### config.mk
export PLATFORM = sky130hd
export DESIGN_NAME = rr_handshake_arbiter
export DESIGN_NICKNAME = d
export VERILOG_FILES = /design/src/rtl/rr_handshake_arbiter.sv
export SDC_FILE = /design/constraint.sdc
export NUM_CORES = 1
export LEC_CHECK = 0
export ABC_AREA = 0
export ABC_CLOCK_PERIOD_IN_PS = 2100
export CAP_MARGIN = 25
export CORE_MARGIN = 2
export CORE_UTILIZATION = 30
export DETAILED_ROUTE_END_ITERATION = 8
export GPL_TIMING_DRIVEN = 0
export SLEW_MARGIN = 20
export SYNTH_ARGS = -nofsm -noshare
export SYNTH_HDL_FRONTEND = slang
export SYNTH_SLANG_ARGS = --single-unit
### constraint.sdc
create_clock -name clk -period 2.1 [get_ports clk]
set_clock_uncertainty 0.15 [all_clocks]
set_input_delay 0.525 -clock clk [delete_from_list [all_inputs] [get_ports clk]]
set_output_delay 0.525 -clock clk [all_outputs]
set_load 0.005 [all_outputs]
### src/rtl/rr_handshake_arbiter.sv
// rr_handshake_arbiter
//
// Clocked round-robin arbiter that lets `size` four-phase requesters share one
// four-phase req/ack channel. Complete handshakes are serialised, one requester
// at a time. After a requester wins, it has the lowest priority.
//
// Ports:
//   clk        system clock, rising edge active
//   rst        asynchronous, active-high reset
//   req_in     four-phase request, one bit per requester
//   ack_in     four-phase acknowledge, one bit per requester (registered)
//   req_out    request to the shared channel (registered)
//   ack_out    acknowledge from the shared channel
//   grant_idx  index of the current/last granted requester (registered)
//   busy       high whenever the controller is not idle (registered)
//
// Configuration macro:
//   ARB_SYNC_EN  when defined, req_in and ack_out each pass through a 2-flop
//                synchroniser before the state machine sees them. Each
//                transition then takes 3 clk instead of 1. When it is not
//                defined, the inputs are sampled directly. Leave it undefined
//                only if the sources are synchronous to clk.

module rr_handshake_arbiter #(
  parameter int size  = 4,
  parameter int IDX_W = (size > 1) ? $clog2(size) : 1
) (
  input  logic             clk,
  input  logic             rst,
  input  logic [size-1:0]  req_in,
  output logic [size-1:0]  ack_in,
  output logic             req_out,
  input  logic             ack_out,
  output logic [IDX_W-1:0] grant_idx,
  output logic             busy
);

  typedef enum logic [1:0] {
    IDLE    = 2'd0,
    GRANT   = 2'd1,
    ACKD    = 2'd2,
    RELEASE = 2'd3
  } state_t;

  state_t state, state_next;

  logic [size-1:0]  rq;
  logic             ak;
  logic [IDX_W-1:0] ptr, ptr_next;
  logic [IDX_W-1:0] grant_next;
  logic [size-1:0]  ack_in_next;
  logic             req_out_next;
  logic             busy_next;
  logic [IDX_W-1:0] win;
  logic             win_valid;

`ifdef ARB_SYNC_EN
  logic [size-1:0] rq_meta;
  logic            ak_meta;

  // Two-flop synchronisers for the asynchronous handshake inputs.
  always_ff @(posedge clk or posedge rst) begin
    if (rst) begin
      rq_meta <= '0;
      rq      <= '0;
      ak_meta <= 1'b0;
      ak      <= 1'b0;
    end else begin
      rq_meta <= req_in;
      rq      <= rq_meta;
      ak_meta <= ack_out;
      ak      <= ak_meta;
    end
  end
`else
  assign rq = req_in;
  assign ak = ack_out;
`endif

  // Round-robin search: try ptr+1, ptr+2, ... with wrap-around. The first set
  // request wins. The previous winner is visited last.
  always_comb begin
    logic [IDX_W-1:0] cand;
    cand      = ptr;
    win       = ptr;
    win_valid = 1'b0;
    for (int k = 0; k < size; k++) begin
      cand = (cand == IDX_W'(size - 1)) ? '0 : cand + 1'b1;
      if (!win_valid && rq[cand]) begin
        win       = cand;
        win_valid = 1'b1;
      end
    end
  end

  // State register. The control outputs are registered alongside the state
  // so that they change only on a clock edge or on reset.
  always_ff @(posedge clk or posedge rst) begin
    if (rst) begin
      state     <= IDLE;
      ptr       <= IDX_W'(size - 1);
      grant_idx <= '0;
      ack_in    <= '0;
      req_out   <= 1'b0;
      busy      <= 1'b0;
    end else begin
      state     <= state_next;
      ptr       <= ptr_next;
      grant_idx <= grant_next;
      ack_in    <= ack_in_next;
      req_out   <= req_out_next;
      busy      <= busy_next;
    end
  end

  // Next-state logic. A drop of rq[w] during GRANT and a drop of ak during ACKD
  // are protocol violations. These states do not look at those inputs, so the
  // violations have no effect.
  always_comb begin
    state_next = state;
    case (state)
      IDLE:    if (win_valid)      state_next = GRANT;
      GRANT:   if (ak)             state_next = ACKD;
      ACKD:    if (!rq[grant_idx]) state_next = RELEASE;
      RELEASE: if (!ak)            state_next = IDLE;
      default:                     state_next = IDLE;
    endcase
  end

  // Output logic. This block computes the next registered values. By default
  // each register holds its value, and each transition changes only the
  // registers that it owns.
  always_comb begin
    ptr_next     = ptr;
    grant_next   = grant_idx;
    ack_in_next  = ack_in;
    req_out_next = req_out;
    busy_next    = busy;
    case (state)
      IDLE: begin
        if (win_valid) begin
          grant_next   = win;
          ptr_next     = win;
          req_out_next = 1'b1;
          busy_next    = 1'b1;
        end
      end
      GRANT: begin
        if (ak) begin
          ack_in_next            = '0;
          ack_in_next[grant_idx] = 1'b1;
        end
      end
      ACKD: begin
        if (!rq[grant_idx]) req_out_next = 1'b0;
      end
      RELEASE: begin
        if (!ak) begin
          ack_in_next = '0;
          busy_next   = 1'b0;
        end
      end
      default: begin
        ack_in_next  = '0;
        req_out_next = 1'b0;
        busy_next    = 1'b0;
      end
    endcase
  end

endmodule

### Yosys cells after proc, flatten, opt, wreduce, memory -nomap -nowiden

Cells that the tools add are included.
W data, S select, Z words.

* register bits after elaboration: 12
* latch bits: 0
* memory bits (writable): 0
* memory bits (read-only): 0
* bits of input ports: 7
* output and inout port bits: 8
* logic and storage cells: 80
* memories kept: 0

* add/subtract/negate cells: 4
* multiply operators: 0
* divide/modulo/power cells: 0
* $lt $le $gt $ge: 6
* eq/ne operators: 11
* shift operators: 0
* multiplexer cells: 37
* bitwise logic cells: 0
* reductions and logical operators: 16

Operators by type and width (count)
* $mux W2: 12
* $lt A2 B3 Y1 const B: 5
* $mux W1: 13
* $eq A2 B2 Y1 const B: 6
* $bmux W1 S2: 5
* $reduce_and A3 Y1: 3
* $add A2 B1 Y2 const B: 4
* $mux W4: 2
* $ne A2 B2 Y1 const B: 4
* $pmux W2 S4: 1
* $pmux W4 S2: 1
* $reduce_bool A2 Y1: 3
* $logic_and A1 B1 Y1: 4
* $pmux W1 S2: 2
* $reduce_and A4 Y1: 1
* $logic_not A1 Y1: 3
* $demux W1 S2: 1
* $eq A2 B1 Y1 const B: 1
* $ge A2 B1 Y1 const B: 1
* $logic_not A2 Y1: 1
* $reduce_and A2 Y1: 1

### Depth between registers and ports, before layout

Gate-level depths: netlist of the first run.

* depth in word-level cells: 16
* gate-level depth with buffers: 7
* gate-level depth less buffers: 6

### Least setup slack after synthesis of the first run

No wires, ideal clock.

* path kind: register to register
* start: register ptr[0]
* end: register grant_idx[1]
* library setup time: 140 ps
* arrival: 1807 ps
* slack: 3 ps
* stages on the path, launching flop included: 7
* buffers on the path: 0
* cells stage by stage: dfstp_2 -> ha_1 -> nand4bb_1 -> o31ai_1 -> a311o_1 -> a2111oi_2 -> a211oi_1

* cells in the longest elaborated chain, start to end: 15

RTL lines
* start: declaration: RTL line 49 `logic [IDX_W-1:0] ptr, ptr_next;`
* start signal: assignment: RTL line 101 `ptr <= IDX_W'(size - 1);`
* start signal: assignment: RTL line 108 `ptr <= ptr_next;`
* $add A2 B1 Y2 / $eq A2 B2 Y1 (equally long branches): RTL line 88 `cand = (cand == IDX_W'(size - 1)) ? '0 : cand + 1'b1;`
* $mux W2 (*): RTL line 88
* parallel branches: the longest is 13 deep, another holds $add A2 B1 Y2
* end signal: assignment: RTL line 109 `grant_idx <= grant_next;`
* end: declaration: RTL line 34 `output logic [IDX_W-1:0] grant_idx,`

Mark *: on every way between the ends. The select of a mux whose other input is x is not followed.
A chain may end at the register's enable or synchronous reset.

### Final worst setup path of the first run

* start: register ptr[1]
* end: register grant_idx[1]

* cells in the longest elaborated chain, start to end: 15

RTL lines
* parallel branches: the longest is 15 deep, another holds $add A2 B1 Y2

Parallel ways; which one is timed is not known. The select of a mux whose other input is x is not followed.

==> out/metrics.yaml, run 1 <==
min_path_type: "reg2reg"
cts_tree: "done"
fin_nets: 138
dp_cells: 163
layout_min_cycle_time_ps: 2060
crit_type: "reg2reg"
cts-root-buf: "clkbuf_4"
timing.critical_path.buf_inv: 2
hold_viol_final: 0
hpwl_um: 1700
grt.met3_usage_pct: 0.866
crit_chain: "ha_4, buf_4, inv_1, a311o_1, a2111oi_4, a211oi_2"
die_h_um: 60.2
syn_inst: 107
drt-total-wl_um: 2320
clock_sinks: 12
core_um2: 3030
h-tree-depth: 1
worstPathArrival_ps: 2040
status: "finished, final reports clean"
fmax_mhz: 484
drt_iter0_drc: 32
relSlewSlack_pct: 70.2
power.total_mw: 1.90
yosysWarningCount: 0
cp-end-kind: "flip-flop"
routed-via-count: 903
max_stage_delay_ps: 580
nFillCells: 307
drv_slew: 0
cts.path.max_buffers: 2
syn_area_um2: 948
io_buffers: 12
p_per_area_nw_per_um2: 1580
grt_pass1_wl_um: 4080
p_leak_nw: 0.477
hold_end: "busy"
initial_core_util_pct: 31.3
hold_depth: 2
clkLatencyLatePin_ps: 260
syn_nets: 119
slowest_stage: "dfstp_2"
grt_start_max_net_pins: 13
gr-max-usage-layer: "met2"
diodes: 0
ios: 15
grt_use_met1_pct: 19.3
dieArea_um2: 3630
finalCritPeriodShare_pct: 98.3
grt_pass1_vias: 886
drive_above_1_share_pct: 16.8
critPathTopFamily: "compound AO/OA/AOI/OAI gates"
use_met2_pct: 25.5
crit_path_start_kind: "flip-flop"
r2r_start: "ptr[1]"
overflow: 0
setup_viol: 0
path_clk_slew_ps: 70
globalRouteTotalUtil_pct: 14.8
maxCapViolCount: 0
die_width_um: 60.2
critical_path_required_ps: 2080
ff2ff_setup_slack_ps: 40
rows: 20
drc: 0
synth.avg_cell_area_um2: 8.86
firstDrtPassIters: 4
ys_seq_elements: 12
antenna_left: 0
cp-startpoint: "ptr[1]"
reg2regPathDepth: 6
instances_no_fill: 169
cp_max_fo: 10
seq_area_frac_synth_pct: 31.9
setup_tns_ps: 0
rsz0062_at_grt: "true"
synthDistinctLibCells: 37
numCtsBuffers: 3
cts-hold-fix-buffers: 0
syn2layout_area_growth_pct: 27.0
timing.rr.end: "grant_idx[1]"
hold_start: "busy"
drt-wirelength-per-cell_um: 13.7
viasPerCell: 5.34
whs_ps: 393
peakVddDrop_mv: 0.591
grt_antenna_before_repair: 0
place_congestion: 0.796
tightest_slew_ps: 446
[stage by stage]
| step | instance area [um^2] | setup WS (ps) | util, % |
|---|---|---|---|
| finish | 1200 | 35.8 | 39.8 |
| global route | 1200 | -55.2 | 39.8 |
| CTS | 1190 | -31.0 | 39.3 |
| detailed placement | 1120 | -463 | 37.1 |
| global placement | 1120 | -440 | 37.1 |
| floorplan | 948 | 3.19 | - |
[flip-flops by register name (all words and copies together) (netlist names)]
| signal | count |
|---|---|
| busy | 1 |
| state | 2 |
| ack_in | 4 |
| grant_idx | 2 |
| ptr | 2 |
| req_out | 1 |
[cell usage in the layout, fill, tap and decap left out, types with 2 or more instances in the layout]
master and instances:
or2_2 2, buf_4 3, a211oi_1 3, nand2b_1 3, a221oi_1 3, o21ai_0 9, ha_1 4, o22ai_1 3
clkbuf_4 3, dfstp_2 2, nor2b_1 2, a21oi_1 8, dlygate4sd2_1 2, clkdlybuf4s50_1 10, a22oi_1 2, nor2_1 11
o21a_1 2, nand2_1 2, inv_1 8, mux2i_1 2, dfrtp_1 10, clkbuf_1 3, buf_6 2, nor3_1 3
a2bb2oi_1 2, and2_1 2, o31ai_1 2, a211oi_2 2
[report_power, final]
| group | leakage, nW | switching [mW] | internal [mW] |
|---|---|---|---|
| clock network | 0.0210 | 0.0716 | 0.105 |
| logic | 0.318 | 0.616 | 0.623 |
| registers | 0.138 | 0.123 | 0.361 |
[routing by layer]
layer / wire (um) / vias up
met5: 0 / -
met3: 117 / 4
li1: - / 435
met1: 1030 / 432
met4: 24 / 0
met2: 1150 / 32
[kinds of logic (layout without fill, tap and decap cells)]
group,Yosys count,after routing,share of synthesized area (%)
AOI/OAI and AO/OA,42,42,30.9
and+or+nand+nor,28,28,16.0
buffers and inverters,15,33,7.78
DFF,12,12,31.9
adders and majority gates,5,5,6.60
muxes,5,5,6.86
[worst min-delay path, delay by kind of cell, from the launching register on]
family	cells	cell delay [ps]
DFF	1	370
AOI/OAI and AO/OA	2	140
[worst max path at each step]
stage	endpoint	slack [ps]	cells past startpoint
floorplan	grant_idx[1]	3	6
global placement	state[1]	-440	5
detailed placement	state[1]	-460	5
CTS	grant_idx[1]	-30	6
global route	grant_idx[1]	-60	6
finish	grant_idx[1]	40	6
[area by class of cell]
| class | instances | area [um^2] | share of cell area [%] |
|---|---|---|---|
| Inverter | 8 | 30.0 | 2.49 |
| Sequential cell | 12 | 303 | 25.1 |
| Multi-Input combinational cell | 80 | 602 | 49.9 |
| Clock buffer | 4 | 36.3 | 3.01 |
| Tap cell | 44 | 55.1 | 4.57 |
| Buffer | 7 | 46.3 | 3.84 |
| Timing Repair Buffer | 14 | 133 | 11.0 |
[synthesized netlist by cell type, drive strengths merged]
cell type	n	area (um^2)
a2111oi	1	15.0
a211oi	5	42.5
a21boi	1	7.51
a21oi	8	40.0
a221oi	3	26.3
a22oi	2	15.0
a2bb2oi	2	17.5
a311o	1	10.0
a31oi	1	6.26
a32oi	1	8.76
and2	2	12.5
buf	4	32.5
clkbuf	3	11.3
dfrtp	10	250
dfstp	2	52.6
ha	5	62.6
inv	8	30.0
mux2	2	22.5
mux2i	2	20.0
mux4	1	22.5
nand2	2	7.51
nand2b	3	18.8
nand4b	1	8.76
nand4bb	1	11.3
nor2	12	52.6
nor2b	2	12.5
nor3	3	15.0
o21a	2	15.0
o21ai	9	45.0
o22ai	3	18.8
o31ai	2	15.0
o32a	1	10.0
or2	2	12.5
[timing repair]
| item | 4_1_cts | 5_1_grt |
|---|---|---|
| gates resized for setup | 5 | 2 |
| pin swaps | 2 | 4 |
| setup buffers | 2 | 0 |
| setup endpoints to repair | 8 | 3 |
| gates cloned | 0 | 0 |
No activity file was read; power rests on OpenSTA's default activity.
==> inputs of run 2 (changes only) <==
--- a/config.mk
+++ b/config.mk
@@ -9,7 +9,7 @@
 export ABC_CLOCK_PERIOD_IN_PS = 2100
 export CAP_MARGIN = 25
 export CORE_MARGIN = 2
-export CORE_UTILIZATION = 30
+export CORE_UTILIZATION = 35
 export DETAILED_ROUTE_END_ITERATION = 8
 export GPL_TIMING_DRIVEN = 0
 export SLEW_MARGIN = 20
==> out/metrics.yaml, run 2 (synthesized netlist as in run 1, its figures left out) <==
status: "finished, final reports clean"
cts_tree: "done"
initial_core_util_pct: 37.6
grt_pass1_wl_um: 3820
drt-total-wl_um: 2240
worstPathArrival_ps: 2050
overflow: 0
firstDrtPassIters: 4
crit_type: "in2reg"
layout_min_cycle_time_ps: 2040
grt_antenna_before_repair: 0
dp_slack_ps: -525
whs_ps: 398
fin_nets: 139
cts.path.max_buffers: 2
crit_chain: "clkdlybuf4s50_1, mux2_2, a211oi_4, mux2_4"
drc: 0
numCtsBuffers: 3
critical_path_required_ps: 2120
max_stage_delay_ps: 590
layout_common_cells: "nor2_1 (11), dfrtp_1 (10), clkdlybuf4s50_1 (10)"
globalRouteTotalUtil_pct: 15.1
largest_register: "ack_in"
largest_reg_flops: 4
rsz0062_at_grt: "true"
tightest_slew_ps: 462
ios: 15
rows: 18
io_buffers: 12
syn2layout_area_growth_pct: 27.3
mostFrequentLayoutCell: "nor2_1"
fin_util_pct: 47.9
timing.rr.end: "grant_idx[1]"
cts-hold-fix-buffers: 0
h-tree-depth: 1
relSlewSlack_pct: 69.2
dieArea_um2: 3140
place_congestion: 0.866
fmax_mhz: 491
design_area_um2: 1210
maxCapViolCount: 0
post_dp_cell_area_um2: 1110
drive_above_1_share_pct: 18.3
slowest_stage: "clkdlybuf4s50_1"
cp-end-kind: "flip-flop"
viasPerCell: 5.61
setup_viol: 0
min_path_type: "in2async"
drv_slew: 0
power.total_mw: 1.97
p_leak_nw: 0.491
cp_max_fo: 7
antenna_left: 0
reg2regPathDepth: 6
die_h_um: 56.1
grt_start_max_net_pins: 13
grt_pass1_vias: 802
core_um2: 2520
peakVddDrop_mv: 0.792
routed-via-count: 875
die_width_um: 56.1
clock_sinks: 12
hold_viol_final: 0
ff2ff_setup_slack_ps: 70
drt-wirelength-per-cell_um: 14.4
r2r_start: "ptr[1]"
timing.critical_path.buf_inv: 1
crit_end: "state[1]"
cp-startpoint: "ack_out"
clkLatencyLatePin_ps: 280
setup_tns_ps: 0
crit_path_start_kind: "input port"
drt_iter0_drc: 22
fin_ws_ps: 62.3
hpwl_um: 1570
cts-root-buf: "clkbuf_4"
finalCritPeriodShare_pct: 97.0
critical_path_depth: 4
dp_cells: 149
instances_no_fill: 156
path_clk_slew_ps: 80
p_per_area_nw_per_um2: 1630
critPathTopFamily: "multiplexers"
diodes: 0
-- run 2: changes by cell type in the layout (fill, tap and decap cells not counted) --
cell,change
and2_4,+1
a211oi_1,+1
mux2_1,-1
mux2_4,+1
a211oi_2,-2
buf_6,+1
and2_1,-1
a211oi_4,+1
-- run 2: how the worst min path moves through the flow --
stage,end,slack [ps],cells past startpoint
floorplan,ack_in[0],240,1
global placement,ptr[1],370,2
detailed placement,ptr[1],380,2
CTS,ptr[1],400,2
global route,ack_in[3],450,2
finish,ack_in[1],400,2
-- run 2: power breakdown --
group | internal [mW] | switching, mW
sequential | 0.360 | 0.119
clock | 0.105 | 0.0853
combinational | 0.676 | 0.623
-- run 2: cell type report --
class,count,area [um^2]
Sequential cell,12,303
Buffer,7,50.0
Inverter,8,30.0
Timing Repair Buffer,15,140
Tap cell,30,37.5
Multi-Input combinational cell,80,611
Clock buffer,4,36.3
Fill cell,261,1320
-- run 2: what timing repair did --
item / CTS / global route
endpoints found under the hold margin: 0 / 0
gates resized for setup: 8 / 2
pin swaps: 2 / 4
setup buffers: 2 / 1
setup endpoints to repair: 8 / 2
-- run 2: layer usage --
metal	GRT usage (%)	vias up	wire length, um
met5	0	-	0
li1	-	437	-
met3	3.72	2	89
met2	22.5	28	1000
met1	21.7	408	1140
met4	4.08	0	15
==> inputs of run 3 (changes only) <==
--- a/config.mk
+++ b/config.mk
@@ -12,6 +12,7 @@
 export CORE_UTILIZATION = 35
 export DETAILED_ROUTE_END_ITERATION = 8
 export GPL_TIMING_DRIVEN = 0
+export SETUP_SLACK_MARGIN = 0.3
 export SLEW_MARGIN = 20
 export SYNTH_ARGS = -nofsm -noshare
 export SYNTH_HDL_FRONTEND = slang
==> out/metrics.yaml, run 3 (synthesized netlist as in run 1, its figures left out) <==
numCtsBuffers: 3
cts-hold-fix-buffers: 0
layout_min_cycle_time_ps: 1980
fin_util_pct: 54.1
viasPerCell: 5.45
p_per_area_nw_per_um2: 1620
antenna_left: 0
crit_type: "reg2reg"
routed-via-count: 916
fmax_mhz: 505
peakVddDrop_mv: 0.757
ios: 15
die_width_um: 56.1
clkLatencyLatePin_ps: 300
grt_pass1_wl_um: 3950
drt_iter0_drc: 23
h-tree-depth: 1
core_um2: 2520
fin_nets: 151
finalCritPeriodShare_pct: 94.3
initial_core_util_pct: 37.6
grt_start_max_net_pins: 13
cts-root-buf: "clkbuf_4"
slowest_stage: "dfstp_2"
hold_viol_final: 0
status: "finished, final reports clean"
cp_max_fo: 8
ff2ff_setup_slack_ps: 120
grt_pass1_vias: 899
min_path_type: "in2async"
dieArea_um2: 3140
maxCapViolCount: 0
grt_antenna_before_repair: 0
critPathTopFamily: "compound AO/OA/AOI/OAI gates"
critical_path_required_ps: 2110
relSlewSlack_pct: 68.7
globalRouteTotalUtil_pct: 15.7
largest_reg_flops: 4
layout_common_cells: "buf_4 (15), nor2_1 (11), o21ai_0 (9), dfrtp_1 (9), a21oi_1 (8)"
io_buffers: 12
mostFrequentLayoutCell: "buf_4"
place_congestion: 0.846
drv_slew: 0
whs_ps: 380
drc: 0
setup_tns_ps: 0
largest_register: "ack_in"
crit_path_start_kind: "flip-flop"
setup_viol: 0
tightest_slew_ps: 469
clock_sinks: 12
cts.path.max_buffers: 2
diodes: 0
drt-total-wl_um: 2410
die_h_um: 56.1
crit_chain: "ha_4, buf_12, nor2_4, o31ai_1, a311o_1, a2111oi_4, a211oi_1"
path_clk_slew_ps: 100
max_stage_delay_ps: 390
syn2layout_area_growth_pct: 43.9
p_leak_nw: 0.600
drt-wirelength-per-cell_um: 14.3
overflow: 0
hpwl_um: 1600
rsz0062_at_grt: "true"
drive_above_1_share_pct: 36.2
cts_tree: "done"
rows: 18
power.total_mw: 2.21
worstPathArrival_ps: 1990
firstDrtPassIters: 4
cp-end-kind: "flip-flop"
timing.critical_path.buf_inv: 1
[run 3: cell count changes in the layout (fill, tap and decap cells not counted), sizes merged]
cell           previous run  this run
buf                       7        22
clkdlybuf4s50            10         2
dlygate4sd2               2         6
dlymetal6s2s              0         2
clkbuf                    7         6
[run 3: worst paths after layout]
check / to / startpoint / cells after the start
max in group asynchronous: grant_idx[0] / rst / 2
min in group clk: grant_idx[0] / grant_idx[0] / 1
setup / recovery: grant_idx[1] / ptr[1] / 7
setup reg to reg: grant_idx[1] / ptr[1] / 7
hold reg to reg: grant_idx[0] / grant_idx[0] / 1
hold / removal: state[0] / rst / 2
[run 3: repair_timing]
action,in CTS,in global routing
pin swaps,2,4
gates resized for setup,22,20
endpoints found under the setup margin,19,9
buffers inserted,10,5
[run 3: stage by stage]
| stage | instance area, um^2 | worst slack (ps) | cells |
|---|---|---|---|
| final | 1370 | 120 | 168 |
| after global routing | 1370 | 40.1 | 168 |
| after CTS | 1280 | 70.0 | 163 |
| after detailed placement | 1130 | -448 | 149 |
| after global placement | 1130 | -408 | 149 |
| after floorplan | 973 | 134 | 107 |
[run 3: layout make-up]
cell class | count | area, um^2
Buffer | 7 | 66.3
Clock buffer | 4 | 36.3
Fill cell | 244 | 1160
Inverter | 8 | 30.0
Multi-Input combinational cell | 80 | 658
Sequential cell | 12 | 304
Tap cell | 30 | 37.5
Timing Repair Buffer | 27 | 233
[run 3: routing by layer]
metal	vias to the layer above	track usage (%)	wire length, um
li1	457	-	-
met1	444	18.6	1070
met2	11	26.6	1240
met3	4	4.88	78
met4	0	5.78	29
met5	-	0	0
[run 3: report_power, final]
group	switching, mW	internal, mW
clock network	0.0923	0.106
registers	0.0963	0.362
logic	0.714	0.836
